--- config.mk ---
export PLATFORM = sky130hd
export DESIGN_NAME = bcd_score_keeper
export DESIGN_NICKNAME = d
export VERILOG_FILES = /design/src/rtl/score_pkg.sv /design/src/rtl/seg7_bcd_decoder.sv /design/src/rtl/bcd_score_keeper.sv
export SDC_FILE = /design/constraint.sdc
export NUM_CORES = 1
export LEC_CHECK = 0
export ABC_AREA = 1
export BUFFER_PORTS_ARGS = -buffer_cell sky130_fd_sc_hd__buf_2
export CAP_MARGIN = 15
export CORE_AREA = 2 2 133 135
export CTS_BUF_LIST = sky130_fd_sc_hd__clkbuf_8
export DETAILED_ROUTE_END_ITERATION = 8
export DIE_AREA = 0 0 135 137
export PLACE_DENSITY = 0.68
export SYNTH_ARGS = -nofsm -noshare
export SYNTH_HDL_FRONTEND = slang
export SYNTH_SLANG_ARGS = --single-unit
--- constraint.sdc ---
create_clock -name clk -period 9.6 [get_ports clk]
set_input_delay 1.44 -clock clk [delete_from_list [all_inputs] [get_ports clk]]
set_output_delay 1.44 -clock clk [all_outputs]
set_load 0.1 [all_outputs]
--- src/rtl/score_pkg.sv ---
// Shared types and constants for the BCD score keeper: FSM state encoding,
// active-low 7-segment patterns (bit order gfedcba) and BCD limits.
package score_pkg;

  typedef enum logic [1:0] {
    IDLE = 2'd0,
    RUN  = 2'd1,
    OVER = 2'd2
  } state_t;

  localparam logic [6:0] SEG_BLANK = 7'h7F;
  localparam logic [6:0] SEG_0     = 7'h40;
  localparam logic [6:0] SEG_1     = 7'h79;
  localparam logic [6:0] SEG_2     = 7'h24;
  localparam logic [6:0] SEG_3     = 7'h30;
  localparam logic [6:0] SEG_4     = 7'h19;
  localparam logic [6:0] SEG_5     = 7'h12;
  localparam logic [6:0] SEG_6     = 7'h02;
  localparam logic [6:0] SEG_7     = 7'h78;
  localparam logic [6:0] SEG_8     = 7'h00;
  localparam logic [6:0] SEG_9     = 7'h10;

  localparam logic [3:0] BCD_NINE  = 4'd9;

endpackage

--- src/rtl/seg7_bcd_decoder.sv ---
// One BCD digit to an active-low gfedcba segment pattern; blank or a
// non-decimal code turns every segment off.
module seg7_bcd_decoder
  import score_pkg::*;
(
  input  logic [3:0] bcd,
  input  logic       blank,
  output logic [6:0] seg
);

  always_comb begin
    seg = SEG_BLANK;
    if (!blank) begin
      case (bcd)
        4'd0:    seg = SEG_0;
        4'd1:    seg = SEG_1;
        4'd2:    seg = SEG_2;
        4'd3:    seg = SEG_3;
        4'd4:    seg = SEG_4;
        4'd5:    seg = SEG_5;
        4'd6:    seg = SEG_6;
        4'd7:    seg = SEG_7;
        4'd8:    seg = SEG_8;
        4'd9:    seg = SEG_9;
        default: seg = SEG_BLANK;
      endcase
    end
  end

endmodule

--- src/rtl/bcd_score_keeper.sv ---
// Game score keeper: IDLE/RUN/OVER control, divided score tick, saturating
// BCD score with bonus input, retained high score and per-digit 7-seg drive.
module bcd_score_keeper
  import score_pkg::*;
#(
  parameter int DIGITS   = 6,
  parameter int TICK_DIV = 50_000_000,
  parameter int BLANK_LZ = 1
)
(
  input  logic                  clk,
  input  logic                  reset,
  input  logic                  start,
  input  logic                  gameover,
  input  logic                  bonus_valid,
  input  logic [3:0]            bonus_val,
  input  logic                  show_high,
  output logic                  running,
  output logic                  new_high,
  output logic                  saturated,
  output logic [4*DIGITS-1:0]   score_bcd,
  output logic [4*DIGITS-1:0]   high_bcd,
  output logic [7*DIGITS-1:0]   segs
);

  localparam int                BCD_W    = 4 * DIGITS;
  localparam int                CNT_W    = (TICK_DIV > 2) ? $clog2(TICK_DIV) : 1;
  localparam logic [CNT_W-1:0]  CNT_LAST = CNT_W'(TICK_DIV - 1);
  localparam logic [BCD_W-1:0]  ALL_NINE = {DIGITS{BCD_NINE}};

  function automatic logic [3:0] clamp_bonus(input logic [3:0] v);
    return (v > BCD_NINE) ? BCD_NINE : v;
  endfunction

  // Ripple decimal add of a 0..10 increment into digit 0; MSB of the result
  // is the carry out of the top digit (i.e. the sum left the BCD range).
  function automatic logic [BCD_W:0] bcd_add(input logic [BCD_W-1:0] a,
                                            input logic [3:0]       inc);
    logic [BCD_W-1:0] s;
    logic [4:0]       carry;
    logic [4:0]       dsum;
    s     = '0;
    carry = {1'b0, inc};
    for (int i = 0; i < DIGITS; i++) begin
      dsum = {1'b0, a[4*i +: 4]} + carry;
      if (dsum > 5'd9) begin
        s[4*i +: 4] = 4'(dsum - 5'd10);
        carry       = 5'd1;
      end else begin
        s[4*i +: 4] = dsum[3:0];
        carry       = 5'd0;
      end
    end
    return {carry[0], s};
  endfunction

  function automatic logic [BCD_W-1:0] bcd_saturate(input logic [BCD_W:0] r);
    return r[BCD_W] ? ALL_NINE : r[BCD_W-1:0];
  endfunction

  // Bit i set when displayed digit i is a leading zero to be blanked.
  function automatic logic [DIGITS-1:0] blank_mask(input logic [BCD_W-1:0] d);
    logic              z;
    logic [DIGITS-1:0] m;
    z = 1'b1;
    m = '0;
    for (int i = DIGITS - 1; i > 0; i--) begin
      z    = z && (d[4*i +: 4] == 4'd0);
      m[i] = z && (BLANK_LZ != 0);
    end
    return m;
  endfunction

  state_t            state_p0;
  state_t            state_nxt;
  logic [CNT_W-1:0]  cnt_p0;
  logic [BCD_W-1:0]  score_p0;
  logic [BCD_W-1:0]  high_p0;
  logic              new_high_p0;
  logic              sat_p0;

  logic              enter_run;
  logic              end_game;
  logic              tick;
  logic [3:0]        inc;
  logic [BCD_W:0]    add_res;
  logic [BCD_W-1:0]  score_sum;

  always_comb begin
    state_nxt = state_p0;
    case (state_p0)
      IDLE:    if (start)    state_nxt = RUN;
      RUN:     if (gameover) state_nxt = OVER;
      OVER:    if (start)    state_nxt = RUN;
      default:               state_nxt = IDLE;
    endcase
  end

  assign enter_run = (state_p0 != RUN) && start;
  assign end_game  = (state_p0 == RUN) && gameover;
  assign tick      = (state_p0 == RUN) && (cnt_p0 == CNT_LAST);
  assign inc       = {3'b000, tick} + (bonus_valid ? clamp_bonus(bonus_val) : 4'd0);
  assign add_res   = bcd_add(score_p0, inc);
  assign score_sum = bcd_saturate(add_res);

  // ---- stage p0: control, tick divider, score and high-score registers ----
  always_ff @(posedge clk or negedge reset) begin
    if (!reset) begin
      state_p0    <= IDLE;
      cnt_p0      <= '0;
      score_p0    <= '0;
      high_p0     <= '0;
      new_high_p0 <= 1'b0;
      sat_p0      <= 1'b0;
    end else begin
      state_p0 <= state_nxt;
      if (enter_run) begin
        cnt_p0      <= '0;
        score_p0    <= '0;
        new_high_p0 <= 1'b0;
        sat_p0      <= 1'b0;
      end else if (end_game) begin
        // Packed BCD orders the same as the decimal value it encodes.
        if (score_p0 > high_p0) begin
          high_p0     <= score_p0;
          new_high_p0 <= 1'b1;
        end
      end else if (state_p0 == RUN) begin
        cnt_p0   <= tick ? '0 : cnt_p0 + CNT_W'(1);
        score_p0 <= score_sum;
        sat_p0   <= (score_sum == ALL_NINE);
      end
    end
  end

  assign running   = (state_p0 == RUN);
  assign new_high  = new_high_p0;
  assign saturated = sat_p0;
  assign score_bcd = score_p0;
  assign high_bcd  = high_p0;

  // ---- display: combinational from the p0 registers ----
  logic [BCD_W-1:0]  disp_bcd;
  logic [DIGITS-1:0] disp_blank;

  assign disp_bcd   = show_high ? high_p0 : score_p0;
  assign disp_blank = blank_mask(disp_bcd);

  for (genvar g = 0; g < DIGITS; g++) begin : g_digit
    seg7_bcd_decoder u_dec (
      .bcd   (disp_bcd[4*g +: 4]),
      .blank (disp_blank[g]),
      .seg   (segs[7*g +: 7])
    );
  end

endmodule

==> PnR_summary.wiki, run 1 <==
{| class="wikitable"
! Metric !! Value
|-
| Final Worst Setup Slack || 0.7523 ns
|-
| Number of inserted filler cells in the final layout || 1773
|-
| Final worst clock skew || 0.01275 ns
|-
| Count of pins on the block boundary || 103
|-
| Seq pwr share || between 10% and 20%
|-
| Total wirelength of the detailed-routed design || 16670 um
|-
| Final GP Congestion || between 0.8 and 0.9
|-
| Share of the synthesized area in the top cell type || between 20% and 30%
|-
| DRT Pass-1 Iters || 5
|-
| Cell variety after synth || 43
|-
| Total internal power || approximately 840 uW
|-
| Clock transition at the registers of the reported paths || ~0.08 ns
|-
| Top cell by count, worst path || sky130_fd_sc_hd__nand2_1
|-
| Sequential cell area fraction in the yosys report || around 29%
|-
| Reg2reg end || saturated
|-
| Final setup TNS || 0 ns
|-
| Syn_area_per_cell || between 7 and 8 sq um
|-
| NumNets Final || around 1100
|-
| Fraction of the core area covered by cells at the end of the flow || between 40% and 50%
|-
| Worst Hold End || state_p0[0]
|-
| Final count of hold timing violations || 0
|-
| Post-route DRC || 0
|-
| Count of placed standard cells in the final layout, fillers left out || around 1300
|-
| FF+latch count, synth || 78
|-
| Fraction of the cycle the final worst path needs || 92.16%
|-
| Data arrival time at the worst-slack endpoint || just over 9 ns
|-
| Post-Place Setup Slack || 0.1084 ns
|-
| Startpoint of the most critical register-to-register path || cnt_p0[0]
|-
| Number of cells on the worst reg-to-reg path || 55
|-
| Net Sw Frac || about two thirds
|-
| Area of the die || roughly 18000 sq um
|-
| Detailed-route wire length per cell || 13.14 um
|-
| Maximum net fanout on the critical path || 19
|-
| Pin count of the biggest net entering global routing || 79
|-
| Synth top area cells || sky130_fd_sc_hd__dfrtp_1 29%, sky130_fd_sc_hd__ha_1 14%, sky130_fd_sc_hd__nand2_1 13%
|-
| Highest achievable clock rate || 113.0 MHz
|-
| Sequential cell area || about 2000 sq um
|-
| Final setup violation count || 0
|-
| Detail Placement HPWL || ~13000 um
|-
| Category of the worst setup path capture point || register
|-
| TritonCTS Buffers || 9
|-
| Max stage delay cell, worst path || sky130_fd_sc_hd__fa_1
|-
| Count of clock tree sinks || 78
|-
| Dominant cell type by area after synthesis || sky130_fd_sc_hd__dfrtp_1
|-
| Static power due to leakage || 4.046 nW
|-
| Normalized max-slew margin || between 30% and 40%
|-
| Number of instances on the worst hold path || 1
|-
| Residual antenna-violating net count after detailed routing || 0
|-
| Vias per cell || roughly 5
|-
| Total number of vias || about 6400
|-
| Area of combinational cells with multiple inputs || 4056 sq um
|-
| Number of maximum-capacitance constraint violations || 0
|-
| Outcome || completed
|-
| Clk_lat worst skew || between 0.3 and 0.4 ns
|-
| Post-layout minimum cycle time || slightly below 9 ns
|-
| Hold Path Class || register to register
|-
| CTS tree || yes
|-
| FFs w/ async S/R, synth || 100.0%
|-
| DP Cell Count || roughly 1300
|-
| Placed inst area || between 7000 and 8000 sq um
|-
| Post-synth design cell area || roughly 6700 sq um
|-
| Clock network fraction of total power || roughly 13%
|-
| Worst reg-to-reg setup slack || 0.84 ns
|-
| Data required time at the worst endpoint || about 9.9 ns
|-
| Final number of max-transition violations || 0
|-
| Count of buffers inserted at the top-level ports || a little over 100
|-
| Cell with the most instances after synthesis || sky130_fd_sc_hd__nand2_1
|-
| Slew at the pin with the worst max-slew slack || roughly 1.0 ns
|-
| Cell at the root of the clock tree || sky130_fd_sc_hd__clkbuf_8
|-
| Core ar. || between 15000 and 20000 sq um
|-
| Area grow syn2layout || 13.97%
|-
| Number of antenna violations at the first check in global routing || 0
|-
| Vias in the first global route || between 5000 and 6000
|-
| Overall power consumption || between 2 and 2.5 mW
|-
| Critical path startpoint category || primary input
|-
| Net Count, Synth || 1036
|-
| Gate count after technology mapping || approximately 950
|-
| Final global-route overflow total || 0
|-
| Most instantiated flip-flop cell in the synthesis netlist || sky130_fd_sc_hd__dfrtp_1
|-
| Setup bufs post-CTS || 0
|-
| Hold slack || approximately 0.47 ns
|-
| Largest stage delay on the critical path || 0.47 ns
|-
| Initial drt markers || 376
|-
| Peak supply drop || ~330 uV
|-
| Portion of total power attributed to combinational logic || 68.8%
|-
| Ys Warns || 0
|-
| Fraction of final layout cells sized beyond drive strength 1 || between 15 and 20%
|-
| Most frequent cells after synthesis || 235 x sky130_fd_sc_hd__nand2_1, 141 x sky130_fd_sc_hd__inv_1, 101 x sky130_fd_sc_hd__o21ai_0, 78 x sky130_fd_sc_hd__dfrtp_1, 77 x sky130_fd_sc_hd__ha_1
|-
| Starting utilization of the core area || 39.18%
|-
| Total net switching power || 1.547 mW
|-
| Power density normalized to cell area || 312.9 nW/um^2
|-
| Global-route wire length before repair || 27650 um
|-
| Class of the most critical setup path || primary input to register
|-
| Post-route design area || about 7600 sq um
|-
| Bufs on Longest Clock Path || 2
|-
| Vertical die dimension || roughly 140 um
|-
| Die boundary width || about 140 um
|-
| Number of synthesized flops with an enable pin || 0
|-
| Worst Min Path Start || state_p0[0]
|-
| Gr usage total || a little under a fifth
|-
| Number of H-tree levels || 3
|-
| Number of placement rows || between 40 and 50
|-
| Ant diodes || 0
|}
how the worst max path moves through the flow:
stage / to / startpoint / slack, ns / depth (start not counted)
2_1_floorplan: saturated / bonus_val[2] / 1.18 / 51
3_3_place_gp: saturated / bonus_valid / 0.52 / 52
3_5_place_dp: saturated / bonus_valid / 0.11 / 52
4_1_cts: saturated / cnt_p0[0] / 0.44 / 55
5_1_grt: saturated / bonus_val[3] / -0.009 / 52
6_report: saturated / bonus_valid / 0.75 / 52
power groups by stage:
stage                     combinational (mW)  clock [mW]  sequential, mW
after floorplan                         1.04           0           0.787
after global placement                  1.63           0           0.444
after detailed placement                1.65           0           0.445
after CTS                               1.65       0.310           0.439
after global routing                    1.75       0.321           0.448
final                                   1.64       0.305           0.438
cells in the final DEF (no fill, tap or decap), drive strengths merged, types with 16 or more instances in the layout:
| cell | n |
|---|---|
| buf | 104 |
| ha | 77 |
| inv | 148 |
| dfrtp | 78 |
| nand3 | 74 |
| nand2 | 242 |
| o21ai | 121 |
| a21oi | 26 |
| nor3 | 16 |
| o22ai | 18 |
| nor2 | 58 |
per-layer routing:
metal / GRT usage, % / vias to the layer above / part of all wire, %
met1: 24.56 / 2931 / 47
li1: - / 3294 / -
met5: 0 / - / 0
met4: 5.324 / 0 / 1.4
met3: 2.407 / 23 / 4.2
met2: 30.94 / 144 / 47
cell families (layout without fill, tap and decap cells):
family	Yosys count	after routing	share of synthesized area [%]
AND/OR/NAND/NOR	424	424	28.40
AO/OA/AOI/OAI	179	179	14.92
buffers and inverters	172	268	10.52
adder cells (fa/ha/maj)	78	78	14.72
flip-flops	78	78	29.21
XOR/XNOR	17	17	2.228
worst max-delay path, delay by kind of cell:
family          cells  cell delay [ns]
compound gates      3             0.27
xor+xnor            2             0.44
fa+ha+maj          14             3.74
buf+inv             7             0.78
simple gates       26             2.44
registers in the layout, indices dropped and copies added (netlist names):
| signal | count |
|---|---|
| cnt_p0 | 26 |
| high_bcd | 24 |
| score_bcd | 24 |
| state_p0 | 2 |
| new_high | 1 |
| saturated | 1 |
area by class of cell:
class,instances,area share [%]
multi-input cells,698,53.26
flip-flops and latches,78,25.63
inverters,149,7.344
repair buffers,104,6.982
well taps,225,3.696
clock buffers,9,1.626
clock inverters,6,1.462
repair_timing:
item / in CTS / in global routing
endpoints found under the setup margin: 0 / 23
hold buffers: 0 / 0
gates resized for setup: 0 / 7
Power figures use the tool's default switching activity.
==> run 2, diff against run 1 <==
- CORE_AREA: 2 2 133 135 -> 2 2 155 157
- DIE_AREA: 0 0 135 137 -> 0 0 157 159
- PLACE_DENSITY: 0.68 -> 0.55
==> run 2 against run 1 <==
Against the previous run: design area up 1.2%; non-clock buffer count up 3; largest power group unchanged; core utilization down 11 points; combinational power about the same; total power down 2.4%.
==> PnR_summary.wiki, run 2 (synthesis gave the netlist of run 1 again) <==
{| class="wikitable"
! Metric !! Value
|-
| Clk_lat worst skew || 0.38 ns (about the same)
|-
| Critical path startpoint || bonus_valid (unchanged)
|-
| Largest stage delay on the critical path || 0.46 ns (was 0.47 ns)
|-
| Final setup violation count || 0 (unchanged)
|-
| Outcome || completed (unchanged)
|-
| Maximum net fanout on the critical path || 21 (was 19)
|-
| Slew at the pin with the worst max-slew slack || 1.028 ns (was 1.014 ns)
|-
| Initial drt markers || 374 (was 376)
|-
| Largest delay contributor family on the critical path || adder cells (unchanged)
|-
| Vias per cell || 4.628 (was 5.037)
|-
| Post-layout minimum cycle time || 8.793 ns (was 8.848 ns)
|-
| Placed inst area || 7466 sq um (was 7348 sq um)
|-
| Area grow syn2layout || 15.30% (was 13.97%)
|-
| Max stage delay cell, worst path || sky130_fd_sc_hd__fa_1 (unchanged)
|-
| Final GP Congestion || 0.8288 (was 0.8883)
|-
| DRT Pass-1 Iters || 5 (unchanged)
|-
| Global-route wire length before repair || 29240 um (was 27650 um)
|-
| Most common cell after layout, fill and taps aside || sky130_fd_sc_hd__nand2_1 (unchanged)
|-
| Met1 track utilization from global routing || 19.70% (was 24.56%)
|-
| Count of buffers inserted at the top-level ports || 102 (unchanged)
|-
| Gr usage total || 14.20% (was 18.30%)
|-
| Hold Path Class || register to register (unchanged)
|-
| Class of the most critical setup path || primary input to register (unchanged)
|-
| Die boundary width || 157 um (was 135 um)
|-
| Post-route DRC || 0 (unchanged)
|-
| TritonCTS Buffers || 9 (unchanged)
|-
| Peak supply drop || 196.0 uV (was 332.5 uV)
|-
| Total internal power || 771.3 uW (was 836.1 uW)
|-
| Cell at the root of the clock tree || sky130_fd_sc_hd__clkbuf_8 (unchanged)
|-
| Starting utilization of the core area || 28.81% (was 39.18%)
|-
| Total net switching power || 1.555 mW (was 1.547 mW)
|-
| Clock network fraction of total power || 9.9% (was 12.8%)
|-
| Highest achievable clock rate || 113.7 MHz (was 113.0 MHz)
|-
| Number of maximum-capacitance constraint violations || 0 (unchanged)
|-
| Detailed-route wire length per cell || 12.84 um (was 13.14 um)
|-
| Final setup TNS || 0 ns (unchanged)
|-
| Clock transition at the registers of the reported paths || 0.09 ns (was 0.08 ns)
|-
| Count of pins on the block boundary || 103 (unchanged)
|-
| Worst Min Path Start || state_p0[0] (unchanged)
|-
| Number of placement rows || 56 (was 48)
|-
| Final number of max-transition violations || 0 (unchanged)
|-
| Normalized max-slew margin || 31.44% (was 32.40%)
|-
| Total number of vias || 6326 (was 6392)
|-
| Post-route design area || 7705 sq um (was 7616 sq um)
|-
| Reg with most FFs || cnt_p0 (unchanged)
|-
| Commonest cells after routing, fill and taps aside || 234 x sky130_fd_sc_hd__nand2_1, 142 x sky130_fd_sc_hd__inv_1, 101 x sky130_fd_sc_hd__o21ai_0, 101 x sky130_fd_sc_hd__buf_2, 78 x sky130_fd_sc_hd__dfrtp_1 (was 234 x sky130_fd_sc_hd__nand2_1, 141 x sky130_fd_sc_hd__inv_1, 101 x sky130_fd_sc_hd__buf_2)
|-
| M3 GR Usage || 1.905% (was 2.407%)
|-
| Area of the die || 24960 sq um (was 18500 sq um)
|-
| Hold slack || 0.4733 ns (was 0.4730 ns)
|-
| Final count of hold timing violations || 0 (unchanged)
|-
| Top cell by count, worst path || sky130_fd_sc_hd__nand2_1 (unchanged)
|-
| Core ar. || 23190 sq um (was 17060 sq um)
|-
| Fraction of the cycle the final worst path needs || 91.60% (was 92.16%)
|-
| Data required time at the worst endpoint || 9.87 ns (about the same)
|-
| Final Worst Setup Slack || 0.8066 ns (was 0.7523 ns)
|-
| Pin count of the biggest net entering global routing || 79 (unchanged)
|-
| Peak-usage layer in the global routing report || met2 (unchanged)
|-
| Portion of total power attributed to combinational logic || 71.2% (was 68.8%)
|-
| NumNets Final || 1131 (was 1128)
|-
| Max reg flops || 26 (unchanged)
|-
| Category of the worst setup path capture point || register (unchanged)
|-
| Ant diodes || 0 (unchanged)
|-
| Startpoint of the most critical register-to-register path || cnt_p0[0] (unchanged)
|-
| Post-Place Setup Slack || 0.1771 ns (was 0.1084 ns)
|-
| Residual antenna-violating net count after detailed routing || 0 (unchanged)
|-
| Detail Placement HPWL || 13740 um (was 12850 um)
|-
| Power density normalized to cell area || 301.9 nW/um^2 (was 312.9 nW/um^2)
|-
| GR Util met2 || 23.15% (was 30.94%)
|-
| Final global-route overflow total || 0 (unchanged)
|-
| Static power due to leakage || 4.055 nW (was 4.046 nW)
|-
| Total wirelength of the detailed-routed design || 17550 um (was 16670 um)
|-
| Vertical die dimension || 159 um (was 137 um)
|-
| Vias in the first global route || 5868 (was 5855)
|-
| Worst path buffer plus inverter count || 7 (unchanged)
|-
| Final worst clock skew || 0.01378 ns (was 0.01275 ns)
|-
| Net Sw Frac || 66.84% (was 64.91%)
|-
| Data arrival time at the worst-slack endpoint || 9.07 ns (was 9.12 ns)
|-
| Count of clock tree sinks || 78 (unchanged)
|-
| Fraction of final layout cells sized beyond drive strength 1 || 16.22% (was 16.00%)
|-
| Number of antenna violations at the first check in global routing || 0 (unchanged)
|-
| Critical path startpoint category || primary input (unchanged)
|-
| Number of H-tree levels || 3 (unchanged)
|-
| CTS tree || yes (unchanged)
|-
| Seq pwr share || 18.9% (was 18.4%)
|-
| Bufs on Longest Clock Path || 2 (unchanged)
|}
-- run 2: worst paths after layout --
kind / endpoint / slack, ns / cells after the start
setup reg to reg: saturated / 0.84 / 55
hold / removal: state_p0[0] / 0.47 / 1
hold reg to reg: state_p0[0] / 0.47 / 1
min in group asynchronous: cnt_p0[15] / 1.19 / 1
setup / recovery: saturated / 0.81 / 52
max in group asynchronous: cnt_p0[2] / 7.69 / 1
-- run 2: layer usage --
layer	wire, um	vias to the layer above
met3	614	17
li1	-	3313
met5	0	-
met4	217	0
met2	8143	126
met1	8572	2870
-- run 2: power by group through the flow --
| stage | combinational (mW) | sequential, mW | clock, mW |
|---|---|---|---|
| after detailed placement | 1.66 | 0.447 | 0 |
| after global placement | 1.65 | 0.446 | 0 |
| after floorplan | 1.04 | 0.787 | 0 |
| final | 1.66 | 0.439 | 0.231 |
| after CTS | 1.66 | 0.441 | 0.239 |
| after global routing | 1.77 | 0.450 | 0.253 |
-- run 2: worst reg2reg max path, delay by kind of cell, from the launching register on --
kind,cells,cell delay [ns]
fa+ha+maj,15,3.87
simple gates,30,3.09
buf+inv,6,0.63
xor+xnor,2,0.47
flops,1,0.43
compound gates,2,0.17
-- run 2: final cells by class --
type	count	area, sq um
fillers	2511	15490
multi-input cells	698	4065
flip-flops and latches	78	1952
inverters	149	559.3
repair buffers	107	554.3
well taps	319	399.1
clock buffers	10	137.6
clock inverters	6	37.54
-- run 2: through the flow --
step,instances,utilization [%],power [mW]
after floorplan,948,-,1.822
after global placement,1348,32.19,2.098
after detailed placement,1348,32.19,2.104
after CTS,1364,32.95,2.340
after global routing,1367,33.22,2.477
final,1367,33.22,2.326
-- run 2: repair_timing --
item	CTS	global route
setup endpoints to repair	0	24
gates resized for setup	0	7
setup buffers	0	3
hold buffers	0	0
==> run 3, diff against run 2 <==
- PLACE_DENSITY: 0.55 -> 0.51
==> run 3 against run 2 <==
Against the previous run: maximum frequency increased by 0.72%; global-route usage is 0.71 points higher; worst setup slack gained 0.063 ns; count of clock-buffer cells in the layout unchanged; routed wire length increased by 3.7%; cell count rose by 0.37%; sequential share of layout area fell by 0.26 points; design area rose by 1.1%; clock skew grew 0.0046 ns; critical endpoint unchanged; highest routed layer unchanged.
==> PnR_summary.wiki, run 3 (synthesis gave the netlist of run 1 again) <==
{| class="wikitable"
! Metric !! Value
|-
| Fraction of final layout cells sized beyond drive strength 1 || 17.09% (was 16.22%)
|-
| Final setup violation count || 0 (unchanged)
|-
| Number of inserted filler cells in the final layout || 2533 (was 2511)
|-
| Hold Path Class || register to register (unchanged)
|-
| Top cell by count, worst path || sky130_fd_sc_hd__nand2_1 (unchanged)
|-
| Maximum net fanout on the critical path || 9 (was 21)
|-
| Core ar. || 23190 sq um (unchanged)
|-
| Initial drt markers || 381 (was 374)
|-
| Area grow syn2layout || 16.51% (was 15.30%)
|-
| Pin count of the biggest net entering global routing || 49 (was 79)
|-
| Reg with most FFs || cnt_p0 (unchanged)
|-
| Post-Place Setup Slack || -0.08704 ns (was 0.1771 ns)
|-
| Commonest cells after routing, fill and taps aside || 232 x sky130_fd_sc_hd__nand2_1, 142 x sky130_fd_sc_hd__inv_1, 101 x sky130_fd_sc_hd__o21ai_0, 101 x sky130_fd_sc_hd__buf_2, 78 x sky130_fd_sc_hd__dfrtp_1 (was 234 x sky130_fd_sc_hd__nand2_1, 142 x sky130_fd_sc_hd__inv_1, 101 x sky130_fd_sc_hd__o21ai_0, 101 x sky130_fd_sc_hd__buf_2, 78 x sky130_fd_sc_hd__dfrtp_1)
|-
| Count of placed standard cells in the final layout, fillers left out || 1372 (was 1367)
|-
| Count of hold buffers inserted by post-cts repair || 0 (unchanged)
|-
| Power density normalized to cell area || 302.6 nW/um^2 (was 301.9 nW/um^2)
|-
| Setup repair after global routing missed its margin || false
|-
| Final worst clock skew || 0.01842 ns (was 0.01378 ns)
|-
| Category of the worst setup path capture point || register (unchanged)
|-
| Slew at the pin with the worst max-slew slack || 0.8850 ns (was 1.028 ns)
|-
| Outcome || completed (unchanged)
|-
| Vias per cell || 4.664 (was 4.628)
|-
| Highest achievable clock rate || 114.5 MHz (was 113.7 MHz)
|-
| Bufs on Longest Clock Path || 2 (unchanged)
|-
| CTS tree || yes (unchanged)
|-
| Vertical die dimension || 159 um (unchanged)
|-
| Total wirelength of the detailed-routed design || 18210 um (was 17550 um)
|-
| Total internal power || 798.4 uW (was 771.3 uW)
|-
| Clock network fraction of total power || 11.0% (was 9.9%)
|-
| Number of maximum-capacitance constraint violations || 0 (unchanged)
|-
| Fraction of the core area covered by cells at the end of the flow || 33.57% (was 33.22%)
|-
| DRT Pass-1 Iters || 5 (unchanged)
|-
| Peak supply drop || 178.3 uV (was 196.0 uV)
|-
| Normalized max-slew margin || 41.00% (was 31.44%)
|-
| Max stage delay cell, worst path || sky130_fd_sc_hd__ha_1 (was sky130_fd_sc_hd__fa_1)
|-
| Data arrival time at the worst-slack endpoint || 9.02 ns (was 9.07 ns)
|-
| Data required time at the worst endpoint || 9.89 ns (was 9.87 ns)
|-
| Area of the die || 24960 sq um (unchanged)
|-
| Ant diodes || 0 (unchanged)
|-
| Total net switching power || 1.558 mW (was 1.555 mW)
|-
| Count of clock tree sinks || 78 (unchanged)
|-
| Class of the most critical setup path || primary input to register (unchanged)
|-
| Residual antenna-violating net count after detailed routing || 0 (unchanged)
|-
| Global-route wire length before repair || 30340 um (was 29240 um)
|-
| Final GP Congestion || 0.8360 (was 0.8288)
|-
| TritonCTS Buffers || 9 (unchanged)
|-
| Worst path buffer plus inverter count || 7 (unchanged)
|-
| Post-route design area || 7786 sq um (was 7705 sq um)
|-
| Clock transition at the registers of the reported paths || 0.09 ns (about the same)
|-
| Post-route DRC || 0 (unchanged)
|-
| Final Worst Setup Slack || 0.8695 ns (was 0.8066 ns)
|-
| Fraction of the cycle the final worst path needs || 90.94% (was 91.60%)
|-
| Overall power consumption || 2.356 mW (was 2.326 mW)
|-
| NumNets Final || 1136 (was 1131)
|-
| Largest delay contributor family on the critical path || adder cells (unchanged)
|-
| Final count of hold timing violations || 0 (unchanged)
|-
| Final global-route overflow total || 0 (unchanged)
|-
| Seq pwr share || 18.6% (was 18.9%)
|-
| Largest stage delay on the critical path || 0.35 ns (was 0.46 ns)
|-
| Number of H-tree levels || 3 (unchanged)
|-
| Max reg flops || 26 (unchanged)
|-
| Final number of max-transition violations || 0 (unchanged)
|-
| Detailed-route wire length per cell || 13.27 um (was 12.84 um)
|-
| Die boundary width || 157 um (unchanged)
|-
| Post-layout minimum cycle time || 8.731 ns (was 8.793 ns)
|-
| DP Cell Count || 1349 (was 1348)
|-
| Detail Placement HPWL || 14060 um (was 13740 um)
|-
| Net Sw Frac || 66.12% (was 66.84%)
|-
| Hold slack || 0.4916 ns (was 0.4733 ns)
|-
| Clk_lat worst skew || 0.39 ns (was 0.38 ns)
|-
| Static power due to leakage || 4.105 nW (was 4.055 nW)
|-
| Count of pins on the block boundary || 103 (unchanged)
|-
| Most common cell after layout, fill and taps aside || sky130_fd_sc_hd__nand2_1 (unchanged)
|-
| Number of placement rows || 56 (unchanged)
|-
| Cell at the root of the clock tree || sky130_fd_sc_hd__clkbuf_8 (unchanged)
|-
| Placed inst area || 7473 sq um (was 7466 sq um)
|-
| Vias in the first global route || 6052 (was 5868)
|-
| Total number of vias || 6399 (was 6326)
|-
| Gr usage total || 14.92% (was 14.20%)
|-
| Portion of total power attributed to combinational logic || 70.4% (was 71.2%)
|-
| Number of antenna violations at the first check in global routing || 0 (unchanged)
|-
| Critical path startpoint category || primary input (unchanged)
|-
| Count of buffers inserted at the top-level ports || 102 (unchanged)
|-
| Final setup TNS || 0 ns (unchanged)
|-
| Starting utilization of the core area || 28.81% (unchanged)
|}
## run 3: changes by cell type in the layout (fill, tap and decap cells not counted), moves of 2 or more
cell,before,now
sky130_fd_sc_hd__buf_4,5,9
sky130_fd_sc_hd__nand2_2,7,9
sky130_fd_sc_hd__nand2_1,234,232
sky130_fd_sc_hd__nand2_4,1,3
## run 3: final timing paths
kind                       cells after the start  slack (ns)        start           end
max                                           52        0.87  bonus_valid     saturated
min                                            1        0.49  state_p0[0]   state_p0[0]
max reg2reg                                   54        0.96    cnt_p0[0]     saturated
min reg2reg                                    1        0.49  state_p0[0]   state_p0[0]
max in group asynchronous                      2        7.65        reset  high_bcd[23]
min in group asynchronous                      1        1.02        reset  score_bcd[3]
## run 3: power groups by stage
stage          combinational (mW)  sequential, mW  clock (mW)
2_1_floorplan                1.04           0.787           0
3_3_place_gp                 1.66           0.446           0
3_5_place_dp                 1.66           0.447           0
4_1_cts                      1.66           0.441       0.270
5_1_grt                      1.78           0.449       0.280
6_report                     1.66           0.439       0.259
## run 3: routing by layer
layer / vias up / wire [um] / part of all wire [%] / GRT usage, %
li1: 3323 / - / - / -
met1: 2965 / 8516 / 47 / 19.79
met2: 97 / 8815 / 48 / 24.84
met3: 14 / 649 / 3.6 / 2.803
met4: 0 / 225 / 1.2 / 3.878
met5: - / 0 / 0 / 0
## run 3: worst reg2reg max path: cells and delay by family (launching register included)
kind	cells	cell delay, ns
DFF	1	0.41
and+or+nand+nor	29	3.22
buffers and inverters	6	0.51
adders and majority gates	15	3.78
xor gates and xnor gates	2	0.47
AOI/OAI and AO/OA	2	0.16
## run 3: cell type report
| class | instances | area [sq um] | share of cell area (%) |
|---|---|---|---|
| inverter | 149 | 559.3 | 7.183 |
| timing repair buffer | 110 | 573.1 | 7.360 |
| clock buffer | 10 | 137.6 | 1.768 |
| sequential | 78 | 1952 | 25.07 |
| clock inverter | 6 | 62.56 | 0.8035 |
| tap | 319 | 399.1 | 5.126 |
| multi-input combinational | 700 | 4103 | 52.69 |
## run 3: repair_timing
item	4_1_cts	5_1_grt
resized for setup	0	13
setup buffers	0	5
endpoints found under the setup margin	0	24
